<file path="config.mk">
export PLATFORM = sky130hd
export DESIGN_NAME = axis_raster_scan_gen_flat
export DESIGN_NICKNAME = d
export VERILOG_FILES = /design/src/rtl/spm_scan_pkg.sv /design/src/rtl/axis_raster_scan_gen_if.sv /design/src/rtl/scan_step_adjuster.sv /design/src/rtl/axis_raster_scan_gen.sv /design/src/flat_wrapper.sv
export SDC_FILE = /design/constraint.sdc
export NUM_CORES = 2
export LEC_CHECK = 0
export ABC_AREA = 1
export CORE_MARGIN = 2
export CORE_UTILIZATION = 57
export DETAILED_ROUTE_END_ITERATION = 10
export HOLD_SLACK_MARGIN = 0.12
export PLACE_DENSITY = 0.74
export SYNTH_ARGS = -nofsm -noshare
export SYNTH_HDL_FRONTEND = slang
export SYNTH_SLANG_ARGS = --single-unit
</file>
<file path="constraint.sdc">
create_clock -name a_clk -period 8.6 [get_ports a_clk]
set_input_delay 1.72 -clock a_clk [delete_from_list [all_inputs] [get_ports a_clk]]
set_output_delay 1.72 -clock a_clk [all_outputs]
set_load 0.005 [all_outputs]
</file>
<file path="src/rtl/spm_scan_pkg.sv">
// Shared scan types, Q31 limits and saturation helpers for the SPM scan/control path.
// Latency: n/a (package only).
// Backpressure: n/a.
package spm_scan_pkg;

    localparam int Q_W = 32;

    // Positions are kept symmetric: the most negative code is never produced.
    localparam logic signed [Q_W-1:0] Q31_MAX    = 32'sh7FFF_FFFF;
    localparam logic signed [Q_W-1:0] Q31_MIN    = 32'sh8000_0001;
    localparam logic signed [Q_W:0]   Q31_MAX_33 = 33'sh0_7FFF_FFFF;
    localparam logic signed [Q_W:0]   Q31_MIN_33 = 33'sh1_8000_0001;

    typedef enum logic [2:0] {
        ST_IDLE  = 3'd0,
        ST_MOVE  = 3'd1,
        ST_FWD   = 3'd2,
        ST_REV   = 3'd3,
        ST_YSTEP = 3'd4
    } scan_state_t;

    function automatic logic signed [Q_W:0] sext33(input logic signed [Q_W-1:0] a);
        return {a[Q_W-1], a};
    endfunction

    function automatic logic signed [Q_W-1:0] sat33to32(input logic signed [Q_W:0] v);
        if (v > Q31_MAX_33) begin
            return Q31_MAX;
        end else if (v < Q31_MIN_33) begin
            return Q31_MIN;
        end else begin
            return v[Q_W-1:0];
        end
    endfunction

endpackage

</file>
<file path="src/rtl/axis_raster_scan_gen_if.sv">
// Xs/Ys coordinate streams leaving the raster generator.
// Latency: n/a (wires only).
// Backpressure: none; no tready, words are continuous once tvalid rises.
interface axis_raster_scan_gen_if #(
    parameter int DW = 32
);
    logic [DW-1:0] M_AXIS_Xs_tdata;
    logic          M_AXIS_Xs_tvalid;
    logic [DW-1:0] M_AXIS_Ys_tdata;
    logic          M_AXIS_Ys_tvalid;

    modport master (
        output M_AXIS_Xs_tdata,
        output M_AXIS_Xs_tvalid,
        output M_AXIS_Ys_tdata,
        output M_AXIS_Ys_tvalid
    );

    modport slave (
        input M_AXIS_Xs_tdata,
        input M_AXIS_Xs_tvalid,
        input M_AXIS_Ys_tdata,
        input M_AXIS_Ys_tvalid
    );
endinterface

</file>
<file path="src/rtl/scan_step_adjuster.sv">
// One-axis slew limiter: next position steps toward target by at most max_step (0 acts as 1).
// Latency: combinational.
// Backpressure: none.
module scan_step_adjuster
    import spm_scan_pkg::*;
(
    input  logic signed [Q_W-1:0] pos,
    input  logic signed [Q_W-1:0] target,
    input  logic        [Q_W-1:0] max_step,
    output logic signed [Q_W-1:0] next_pos
);

    logic signed [Q_W:0] diff;
    logic signed [Q_W:0] step;
    logic signed [Q_W:0] nxt;

    // Both operands lie within +/-(2^31-1), so the 33-bit difference cannot overflow,
    // and pos+/-step is only taken when it lands strictly short of the target.
    always_comb begin
        step = (max_step == '0) ? 33'sd1 : $signed({1'b0, max_step});
        diff = sext33(target) - sext33(pos);
        nxt  = sext33(target);
        if (diff > step) begin
            nxt = sext33(pos) + step;
        end else if (diff < -step) begin
            nxt = sext33(pos) - step;
        end
        next_pos = sat33to32(nxt);
    end

endmodule

</file>
<file path="src/rtl/axis_raster_scan_gen.sv">
// Bidirectional raster generator: move to start, forward line, reverse line, Y step; streams Xs/Ys.
// Latency: positions update at the edge closing a tick cycle; pix_strobe is high during that tick cycle.
// Backpressure: none; Xs/Ys are continuous (tvalid high from the first clock after reset).
module axis_raster_scan_gen
    import spm_scan_pkg::*;
#(
    parameter int DW     = 32,
    parameter int NW     = 16,
    parameter int DECI_W = 16
) (
    input  logic                   a_clk,
    input  logic                   a_resetn,
    input  logic                   start,
    input  logic                   stop,
    input  logic [NW-1:0]          n_x,
    input  logic [NW-1:0]          n_y,
    input  logic [DW-1:0]          dx,
    input  logic [DW-1:0]          dy,
    input  logic [DW-1:0]          x_start,
    input  logic [DW-1:0]          y_start,
    input  logic [DW-1:0]          move_step,
    input  logic [DECI_W-1:0]      deci,
    axis_raster_scan_gen_if.master m_axis,
    output logic                   pix_strobe,
    output logic                   pix_dir,
    output logic [NW-1:0]          line,
    output logic                   busy,
    output logic                   done,
    output logic                   aborted
);

    scan_state_t state_q, state_d;

    logic signed [DW-1:0] x_q, x_d, y_q, y_d;
    logic signed [DW-1:0] adj_x, adj_y;
    logic [NW-1:0]        ix_q, ix_d, iy_q, iy_d;
    logic [DECI_W-1:0]    tick_cnt_q;
    logic                 tick;
    logic                 latch_cfg;
    logic                 done_q, done_d, aborted_q, aborted_d;
    logic                 tvalid_q;

    logic [NW-1:0]        cfg_n_x_q, cfg_n_y_q;
    logic signed [DW-1:0] cfg_dx_q, cfg_dy_q, cfg_x_start_q, cfg_y_start_q;
    logic [DW-1:0]        cfg_move_step_q;
    logic [DECI_W-1:0]    cfg_deci_q;

    assign tick = (tick_cnt_q == cfg_deci_q);

    scan_step_adjuster u_adj_x (
        .pos      (x_q),
        .target   (cfg_x_start_q),
        .max_step (cfg_move_step_q),
        .next_pos (adj_x)
    );

    scan_step_adjuster u_adj_y (
        .pos      (y_q),
        .target   (cfg_y_start_q),
        .max_step (cfg_move_step_q),
        .next_pos (adj_y)
    );

    // State register.
    always_ff @(posedge a_clk or negedge a_resetn) begin
        if (!a_resetn) begin
            state_q <= ST_IDLE;
        end else begin
            state_q <= state_d;
        end
    end

    // Next state and next datapath values; stop in any busy state overrides everything.
    always_comb begin
        state_d   = state_q;
        x_d       = x_q;
        y_d       = y_q;
        ix_d      = ix_q;
        iy_d      = iy_q;
        done_d    = 1'b0;
        aborted_d = 1'b0;
        latch_cfg = 1'b0;

        case (state_q)
            ST_IDLE: begin
                if (start && !stop && (n_x != '0) && (n_y != '0)) begin
                    latch_cfg = 1'b1;
                    state_d   = ST_MOVE;
                end
            end
            ST_MOVE: begin
                if (tick) begin
                    if ((x_q == cfg_x_start_q) && (y_q == cfg_y_start_q)) begin
                        ix_d    = '0;
                        iy_d    = '0;
                        state_d = ST_FWD;
                    end else begin
                        x_d = adj_x;
                        y_d = adj_y;
                    end
                end
            end
            ST_FWD: begin
                if (tick) begin
                    if (ix_q == cfg_n_x_q - NW'(1)) begin
                        state_d = ST_REV;
                    end else begin
                        x_d  = sat33to32(sext33(x_q) + sext33(cfg_dx_q));
                        ix_d = ix_q + NW'(1);
                    end
                end
            end
            ST_REV: begin
                if (tick) begin
                    if (ix_q == '0) begin
                        if (iy_q == cfg_n_y_q - NW'(1)) begin
                            done_d  = 1'b1;
                            state_d = ST_IDLE;
                        end else begin
                            state_d = ST_YSTEP;
                        end
                    end else begin
                        x_d  = sat33to32(sext33(x_q) - sext33(cfg_dx_q));
                        ix_d = ix_q - NW'(1);
                    end
                end
            end
            ST_YSTEP: begin
                if (tick) begin
                    y_d     = sat33to32(sext33(y_q) + sext33(cfg_dy_q));
                    iy_d    = iy_q + NW'(1);
                    state_d = ST_FWD;
                end
            end
            default: begin
                state_d = ST_IDLE;
            end
        endcase

        if ((state_q != ST_IDLE) && stop) begin
            state_d   = ST_IDLE;
            x_d       = x_q;
            y_d       = y_q;
            ix_d      = ix_q;
            iy_d      = iy_q;
            done_d    = 1'b0;
            aborted_d = 1'b1;
        end
    end

    // Positions, counters, pulses and the config snapshot taken at start.
    always_ff @(posedge a_clk or negedge a_resetn) begin
        if (!a_resetn) begin
            x_q             <= '0;
            y_q             <= '0;
            ix_q            <= '0;
            iy_q            <= '0;
            done_q          <= 1'b0;
            aborted_q       <= 1'b0;
            tvalid_q        <= 1'b0;
            cfg_n_x_q       <= '0;
            cfg_n_y_q       <= '0;
            cfg_dx_q        <= '0;
            cfg_dy_q        <= '0;
            cfg_x_start_q   <= '0;
            cfg_y_start_q   <= '0;
            cfg_move_step_q <= '0;
            cfg_deci_q      <= '0;
        end else begin
            x_q       <= x_d;
            y_q       <= y_d;
            ix_q      <= ix_d;
            iy_q      <= iy_d;
            done_q    <= done_d;
            aborted_q <= aborted_d;
            tvalid_q  <= 1'b1;
            if (latch_cfg) begin
                cfg_n_x_q       <= n_x;
                cfg_n_y_q       <= n_y;
                cfg_dx_q        <= $signed(dx);
                cfg_dy_q        <= $signed(dy);
                // Clamp targets into the symmetric range so MOVE can always land on them.
                cfg_x_start_q   <= sat33to32(sext33($signed(x_start)));
                cfg_y_start_q   <= sat33to32(sext33($signed(y_start)));
                cfg_move_step_q <= move_step;
                cfg_deci_q      <= deci;
            end
        end
    end

    // Tick divider: free-runs only while busy, restarting from zero on every scan.
    always_ff @(posedge a_clk or negedge a_resetn) begin
        if (!a_resetn) begin
            tick_cnt_q <= '0;
        end else if (latch_cfg || (state_q == ST_IDLE) || tick) begin
            tick_cnt_q <= '0;
        end else begin
            tick_cnt_q <= tick_cnt_q + DECI_W'(1);
        end
    end

    assign pix_strobe = tick && !stop && ((state_q == ST_FWD) || (state_q == ST_REV));
    assign pix_dir    = (state_q == ST_REV);
    assign line       = iy_q;
    assign busy       = (state_q != ST_IDLE);
    assign done       = done_q;
    assign aborted    = aborted_q;

    assign m_axis.M_AXIS_Xs_tdata  = x_q;
    assign m_axis.M_AXIS_Xs_tvalid = tvalid_q;
    assign m_axis.M_AXIS_Ys_tdata  = y_q;
    assign m_axis.M_AXIS_Ys_tvalid = tvalid_q;

endmodule

</file>
<file path="src/flat_wrapper.sv">
// flat-port wrapper written by rule: the top's interface ports become plain ports
module axis_raster_scan_gen_flat import spm_scan_pkg::*;
#(
    parameter int DW     = 32,
    parameter int NW     = 16,
    parameter int DECI_W = 16
)
  (a_clk, a_resetn, start, stop, n_x, n_y, dx, dy, x_start, y_start, move_step, deci, pix_strobe, pix_dir, line, busy, done, aborted, m_axis_M_AXIS_Xs_tdata, m_axis_M_AXIS_Xs_tvalid, m_axis_M_AXIS_Ys_tdata, m_axis_M_AXIS_Ys_tvalid);
  axis_raster_scan_gen_if #(.DW(DW)) m_axis_i ();
  input  logic a_clk;
  input  logic a_resetn;
  input  logic start;
  input  logic stop;
  input  logic [NW-1:0] n_x;
  input  logic [NW-1:0] n_y;
  input  logic [DW-1:0] dx;
  input  logic [DW-1:0] dy;
  input  logic [DW-1:0] x_start;
  input  logic [DW-1:0] y_start;
  input  logic [DW-1:0] move_step;
  input  logic [DECI_W-1:0] deci;
  output logic pix_strobe;
  output logic pix_dir;
  output logic [NW-1:0] line;
  output logic busy;
  output logic done;
  output logic aborted;
  output wire logic [$bits(m_axis_i.M_AXIS_Xs_tdata)-1:0] m_axis_M_AXIS_Xs_tdata;
  output wire logic [$bits(m_axis_i.M_AXIS_Xs_tvalid)-1:0] m_axis_M_AXIS_Xs_tvalid;
  output wire logic [$bits(m_axis_i.M_AXIS_Ys_tdata)-1:0] m_axis_M_AXIS_Ys_tdata;
  output wire logic [$bits(m_axis_i.M_AXIS_Ys_tvalid)-1:0] m_axis_M_AXIS_Ys_tvalid;
  assign m_axis_M_AXIS_Xs_tdata = m_axis_i.M_AXIS_Xs_tdata;
  assign m_axis_M_AXIS_Xs_tvalid = m_axis_i.M_AXIS_Xs_tvalid;
  assign m_axis_M_AXIS_Ys_tdata = m_axis_i.M_AXIS_Ys_tdata;
  assign m_axis_M_AXIS_Ys_tvalid = m_axis_i.M_AXIS_Ys_tvalid;
  axis_raster_scan_gen #(.DW(DW), .NW(NW), .DECI_W(DECI_W)) u_core (.a_clk(a_clk), .a_resetn(a_resetn), .start(start), .stop(stop), .n_x(n_x), .n_y(n_y), .dx(dx), .dy(dy), .x_start(x_start), .y_start(y_start), .move_step(move_step), .deci(deci), .m_axis(m_axis_i), .pix_strobe(pix_strobe), .pix_dir(pix_dir), .line(line), .busy(busy), .done(done), .aborted(aborted));
endmodule
</file>
==> After elaboration in Yosys (flattened, before gate mapping) <==
Index checks and enable logic that the tools add are counted.
W data, S select, Z words.
{ "totals": {"wordCells": 160, "out_inout_bits": 87, "regBits": 326} }
{ "classes": {"n_eq_ne": 25, "muxes": 59, "bitwise": 1, "n_addsub": 16, "magnitude_cmp": 18, "n_reduce_logical": 24} }
{ "ops": {"columns": ["operator", "count"], "rows": [
  ["$mux W32", 24],
  ["$gt A33 B32 Y1 const B", 5],
  ["$lt A33 B32 Y1 const B", 5],
  ["$mux W33", 4],
  ["$mux W16", 8],
  ["$sub A32 B32 Y33", 3],
  ["$pmux W32 S3", 1],
  ["$add A32 B32 Y33", 2],
  ["$add A32 B33 Y33", 2],
  ["$gt A33 B33 Y1", 2],
  ["$lt A33 B33 Y1", 2],
  ["$sub A32 B33 Y33", 2],
  ["$eq A32 B32 Y1", 2],
  ["$gt A32 B32 Y1 const B", 2],
  ["$lt A32 B32 Y1 const B", 2],
  ["$pmux W32 S2", 1],
  ["$add A16 B1 Y16 const B", 3],
  ["$eq A16 B16 Y1", 3],
  ["$pmux W16 S3", 1],
  ["$sub A16 B1 Y16 const B", 3],
  ["$neg A32 Y33", 1],
  ["$logic_not A32 Y1", 1],
  ["$pmux W16 S2", 1],
  ["$reduce_bool A16 Y1", 2],
  ["19 further kinds", 61]
]} }

==> Logic depth before layout (Yosys ltp) <==
{ "logic_depth": {"depth_word": 12, "depth_mapped": 49, "depth_no_buf": 47} }

==> Hierarchy <==
From an unflattened synthesis, not the netlist that was laid out.
{ "hier_totals": {"hier_cells": 7032, "area_unflattened_um2": 43371.6} }
{ "modules_own_cells": {"columns": ["mod", "seq_area_each_um2", "cells_per_inst", "instances", "area_per_inst_um2"], "rows": [
  ["axis_raster_scan_gen", 8157.8, 3804, 1, 24887.6],
  ["scan_step_adjuster at u_core.u_adj_y", 0.0, 1618, 1, 9307.7],
  ["scan_step_adjuster at u_core.u_adj_x", 0.0, 1610, 1, 9176.3]
]} }

==> Worst setup path before layout <==
OpenSTA, ideal clock, no wires.
{ "synth_timing": {"path_type": "reg2reg", "from": "register u_core.x_q[1] (netlist: u_core.m_axis.M_AXIS_Xs_tdata[1])", "to": "register u_core.x_q[22] (netlist: u_core.m_axis.M_AXIS_Xs_tdata[22])", "required_ns": 8.483, "path_buffers": 4, "stages_incl_launch_ff": 42, "setup_time_ns": 0.117, "setup_slack_ns": 3.372, "period_less_slack_ns": 5.228, "arrival_time_ns": 5.111, "path_cell_list": "dfrtp_1 > inv_1 > ha_1 > nand3_1 > nand2_1 > nand3_1 > nand3_1 > nand3_1 > nand2_1 > a21oi_1 > inv_1 > a21oi_1 > nor2_1 > nor2_1 > o21ai_0 > a21oi_1 > o31ai_1 > xor2_1 > [... 6 more ...] > nand2_1 > buf_4 > buf_2 > buf_2 > nand3_1 > nand3_1 > nand2_1 > nor2_1 > nand2_1 > nor2_1 > nand3_1 > nand2_1 > nand2_2 > buf_4 > nand3_1 > nand3_1 > nand2_1 > nand2_1"} }
{ "synth_via": {"elab_chain_cells": 10, "word_cells_on_any_way": 32, "cone_classes": "add/sub: 5; order compare: 8; eq/ne: 2; mux: 15; reduce/logical: 2"} }
{ "synth_rtl": {"columns": ["element", "line", "source"], "rows": [
  ["start, declared", "axis_raster_scan_gen.sv:34", "logic signed [DW-1:0] x_q, x_d, y_q, y_d;"],
  ["start signal, assigned", "axis_raster_scan_gen.sv:154", "x_q <= '0;"],
  ["start signal, assigned", "axis_raster_scan_gen.sv:170", "x_q <= x_d;"],
  ["$sub A32 B32 Y33", "scan_step_adjuster.sv:21", "diff = sext33(target) - sext33(pos);"],
  ["$lt A33 B33 Y1", "scan_step_adjuster.sv:25", "end else if (diff < -step) begin"],
  ["$mux W33", "scan_step_adjuster.sv:25", null],
  ["$mux W33", "scan_step_adjuster.sv:23", "if (diff > step) begin"],
  ["$lt A33 B32 Y1", "spm_scan_pkg.sv:29", "end else if (v < Q31_MIN_33) begin"],
  ["$mux W32", "spm_scan_pkg.sv:29", null],
  ["$mux W32", "spm_scan_pkg.sv:27", "if (v > Q31_MAX_33) begin"],
  ["$mux W32", "axis_raster_scan_gen.sv:93", "if ((x_q == cfg_x_start_q) && (y_q == cfg_y_start_q)) begin"],
  ["$mux W32", "axis_raster_scan_gen.sv:92", "if (tick) begin"],
  ["$pmux W32 S3", "axis_raster_scan_gen.sv:84", "case (state_q)"]
]} }
Several ways; a longest one is shown, not always the timed one. The select of a mux whose other input is x is not followed.
A chain may end at the register's enable or synchronous reset.

==> Final worst setup path <==
{ "layout_timing": {"from": "register u_core.y_q[15] (netlist: u_core.m_axis.M_AXIS_Ys_tdata[15])", "to": "register u_core.y_q[10] (netlist: u_core.m_axis.M_AXIS_Ys_tdata[10])"} }
{ "layout_via": {"elab_chain_cells": 10, "word_cells_on_any_way": 24, "cone_classes": "add/sub: 4; order compare: 6; eq/ne: 2; mux: 10; reduce/logical: 2"} }
{ "layout_rtl": {"columns": ["element", "line", "source"], "rows": [
  ["start, declared", "axis_raster_scan_gen.sv:34", null],
  ["start signal, assigned", "axis_raster_scan_gen.sv:171", "y_q <= y_d;"],
  ["$sub A32 B32 Y33", "scan_step_adjuster.sv:21", null],
  ["$lt A33 B33 Y1", "scan_step_adjuster.sv:25", null],
  ["$mux W33", "scan_step_adjuster.sv:25", null],
  ["$mux W33", "scan_step_adjuster.sv:23", null],
  ["$lt A33 B32 Y1", "spm_scan_pkg.sv:29", null],
  ["$mux W32", "spm_scan_pkg.sv:29", null],
  ["$mux W32", "spm_scan_pkg.sv:27", null],
  ["$mux W32", "axis_raster_scan_gen.sv:93", null],
  ["$mux W32", "axis_raster_scan_gen.sv:92", null],
  ["$pmux W32 S2", "axis_raster_scan_gen.sv:84", null]
]} }
Several ways; a longest one is shown, not always the timed one. The select of a mux whose other input is x is not followed.

==> metrics.txt <==
outcome=complete, no violations; area leader, netlist=dfrtp_1; top-count cell post-synth=nand2_1; WL final=143,000 µm; post-route antenna net violation count=0; syn nets=6,465; Synth area leaders=dfrtp_1 22%, nand2_1 16%, ha_1 14%; Area growth syn-to-layout=13.2%; RSZ-0062 raised after global routing=false; Mapped Cells=5,810; Initial Util=0.573; shortest period the worst path allows=7730 ps; fmax=0.129 GHz; first-pass GRT wire length=216,000 µm; hold depth=2; CP required=9090 ps; dpl ws=1310 ps; initial antenna violation count=2; number of global-route vias before repair=37,256; core area=0.0654 mm²; pins over their slew limit=0; Root Driver=clkbuf_16; Async S/R FF share, synth=1.00; gpl congestion=1.05; Die Width=260 µm; setup ws final=866 ps; Startpoint Class=register; worst min-delay path category=reg2reg; most frequent cells after synthesis=1,604 x nand2_1, 728 x inv_1, 496 x nor2_1, 469 x a21oi_1, 433 x ha_1; Die Height=260 µm; reg2reg path depth=38; CP peak stage delay=730 ps; FF-to-FF setup slack=870 ps; most used cell, CP=nand2_1; Clock Latency Late Sink=650 ps; sequential fraction of the synthesis area=0.218; Yosys cell types=65; Worst path slowest cell=dfrtp_1; placed cell area=0.0409 mm²; Crit path arrival time=8220 ps; critical-path maximum fanout=31; largest net degree at the start of global routing=160; syn avg cell area=6.45 µm²; Synth warnings=0; Final setup viols=0; DRC=0; Finished Cell Area=0.0424 mm²; final net count=6,623; Die ar.=0.0678 mm²; Clock transition at path regs=60 ps; Setup TNS=0 ps; reg-to-reg startpoint=u_core.m_axis.M_AXIS_Ys_tdata[15]; worst setup path start=u_core.m_axis.M_AXIS_Ys_tdata[15]; wire per inst=20.8 µm; max_slew headroom=0.132; critical path endpoint category=register; DR pass1 iterations=7; share of layout cells above drive strength 1=0.0283; Yosys reg bits=326; CTS buffer count=43; clk sink count=326; PostCTS Resize Cnt=0; CP Class=reg2reg; hold_sp=u_core.cfg_dy_q[4]; Top FF cell, synth=dfrtp_1; Netlist Area Pre-Place=0.0375 mm²; Final Cycle Share=0.899; post-cts hold buffer count=0; site row count=94; number of H-tree levels=2; global router's overall resource usage=0.412; via count=40,501; Initial DRC Count=4,840; terminus of the critical flop-to-flop path=u_core.m_axis.M_AXIS_Ys_tdata[10]; max-cap violations=0; Post-synth EDFFs=0; CTS tree=yes; Port Buffers=298; # IOs=299; Clock Skew=55.3 ps; Post-CTS Setup Bufs=0; hpwl dp=116,000 µm; Fill cells=6,003; final hold viol count=0; post-synth top area share=0.218; Clock Path Buffers=3; grt ovf=0; Via density=5.90; Hold Path Sink=u_core.cfg_dy_q[4]; Worst Tran Pin Value=1290 ps
==> cell families after synthesis <==
family | count (synthesis) | synth area share
AO/OA/AOI/OAI | 1078 | 0.160
other | 1 | 0.000100
flip-flops | 326 | 0.218
adder cells (fa/ha/maj) | 443 | 0.150
XOR/XNOR | 322 | 0.0756
AND/OR/NAND/NOR | 2692 | 0.299
buffers and inverters | 948 | 0.0984
==> routing by layer <==
metal / routed length (µm) / GRT usage / vias up
met5: 33 / 0 / -
met4: 5720 / 0.148 / 4
met3: 17400 / 0.116 / 320
met2: 58600 / 0.604 / 2146
met1: 61200 / 0.576 / 18726
li1: - / - / 19305
==> stage by stage <==
step	hold slack [ps]	util	instances
after detailed placement	473	0.626	6787
after CTS	489	0.649	6865
final	488	0.649	6867
after global placement	470	0.626	6787
after global routing	503	0.649	6865
after floorplan	453	-	5810
==> how the worst max path moves through the flow <==
stage | end | slack, ps | depth (start not counted)
6_report | u_core.m_axis.M_AXIS_Ys_tdata[10] | 870 | 38
4_1_cts | u_core.m_axis.M_AXIS_Ys_tdata[22] | 1270 | 38
3_3_place_gp | u_core.m_axis.M_AXIS_Ys_tdata[28] | 1380 | 38
3_5_place_dp | u_core.m_axis.M_AXIS_Ys_tdata[22] | 1310 | 38
2_1_floorplan | u_core.m_axis.M_AXIS_Xs_tdata[22] | 3370 | 41
5_1_grt | u_core.m_axis.M_AXIS_Xs_tdata[21] | 410 | 38
==> worst max-delay path, delay by kind of cell, from the launching register on <==
family | cells | cell delay (ps)
XOR/XNOR | 1 | 100
AO/OA/AOI/OAI | 7 | 1120
buffers and inverters | 2 | 360
flip-flops | 1 | 730
AND/OR/NAND/NOR | 26 | 4330
adder cells (fa/ha/maj) | 2 | 870
==> sequential cells by signal, indices dropped and copies added, names as in the netlist <==
| signal | count |
|---|---|
| u_core.cfg_n_y_q | 16 |
| u_core.cfg_dx_q | 32 |
| u_core.m_axis.M_AXIS_Xs_tvalid | 1 |
| u_core.cfg_move_step_q | 32 |
| u_core.m_axis.M_AXIS_Ys_tdata | 32 |
| u_core.m_axis.M_AXIS_Xs_tdata | 32 |
| u_core.ix_q | 16 |
| u_core.done | 1 |
| u_core.cfg_y_start_q | 32 |
| u_core.cfg_n_x_q | 16 |
| u_core.cfg_x_start_q | 32 |
| u_core.cfg_dy_q | 32 |
| u_core.state_q | 3 |
| u_core.cfg_deci_q | 16 |
| u_core.tick_cnt_q | 16 |
| u_core.line | 16 |
| u_core.aborted | 1 |
==> final cells by class <==
class | instances | area, µm² | area share
antenna | 2 | 5.00 | 0.000118
clock buffer | 56 | 1220 | 0.0289
clock inverter | 22 | 284 | 0.00669
inverter | 732 | 2760 | 0.0649
multi-input combinational | 4536 | 25700 | 0.605
sequential | 326 | 8160 | 0.192
tap | 864 | 1080 | 0.0255
timing repair buffer | 329 | 3250 | 0.0765
==> cell usage in the layout (no fill, tap or decap), types with 5 or more instances in the layout <==
| cell | Yosys | routed |
|---|---|---|
| nor4_1 | 63 | 63 |
| dfrtp_1 | 326 | 326 |
| bufinv_16 | 0 | 5 |
| o21a_1 | 14 | 14 |
| xor2_1 | 258 | 258 |
| o22ai_1 | 14 | 14 |
| xnor2_1 | 62 | 62 |
| a31oi_1 | 30 | 30 |
| a21boi_0 | 8 | 8 |
| nand2_1 | 1604 | 1601 |
| fa_1 | 10 | 10 |
| and3_1 | 14 | 14 |
| o21bai_1 | 32 | 32 |
| ha_1 | 433 | 433 |
| nor3b_1 | 11 | 11 |
| nand3b_1 | 7 | 7 |
| clkbuf_8 | 0 | 10 |
| buf_4 | 7 | 29 |
| a221oi_1 | 9 | 9 |
| nand3_1 | 295 | 295 |
| nor2_1 | 496 | 494 |
| o211ai_1 | 30 | 30 |
| clkdlybuf4s50_1 | 0 | 297 |
| nor3_1 | 82 | 82 |
| o21ai_0 | 351 | 351 |
| o221ai_1 | 6 | 6 |
| or2_2 | 18 | 18 |
| nor2_2 | 5 | 6 |
| a211oi_1 | 15 | 15 |
| clkinv_2 | 0 | 9 |
| a21o_1 | 31 | 31 |
| a21boi_1 | 19 | 19 |
| nand4_1 | 66 | 66 |
| nand2_2 | 12 | 14 |
| a21oi_1 | 469 | 468 |
| o21ai_1 | 22 | 22 |
| o31ai_1 | 8 | 8 |
| clkbuf_16 | 0 | 43 |
| inv_1 | 728 | 727 |
Power is not shown: default switching activity piles up to over one toggle a cycle in this logic, so the estimate is an artifact.
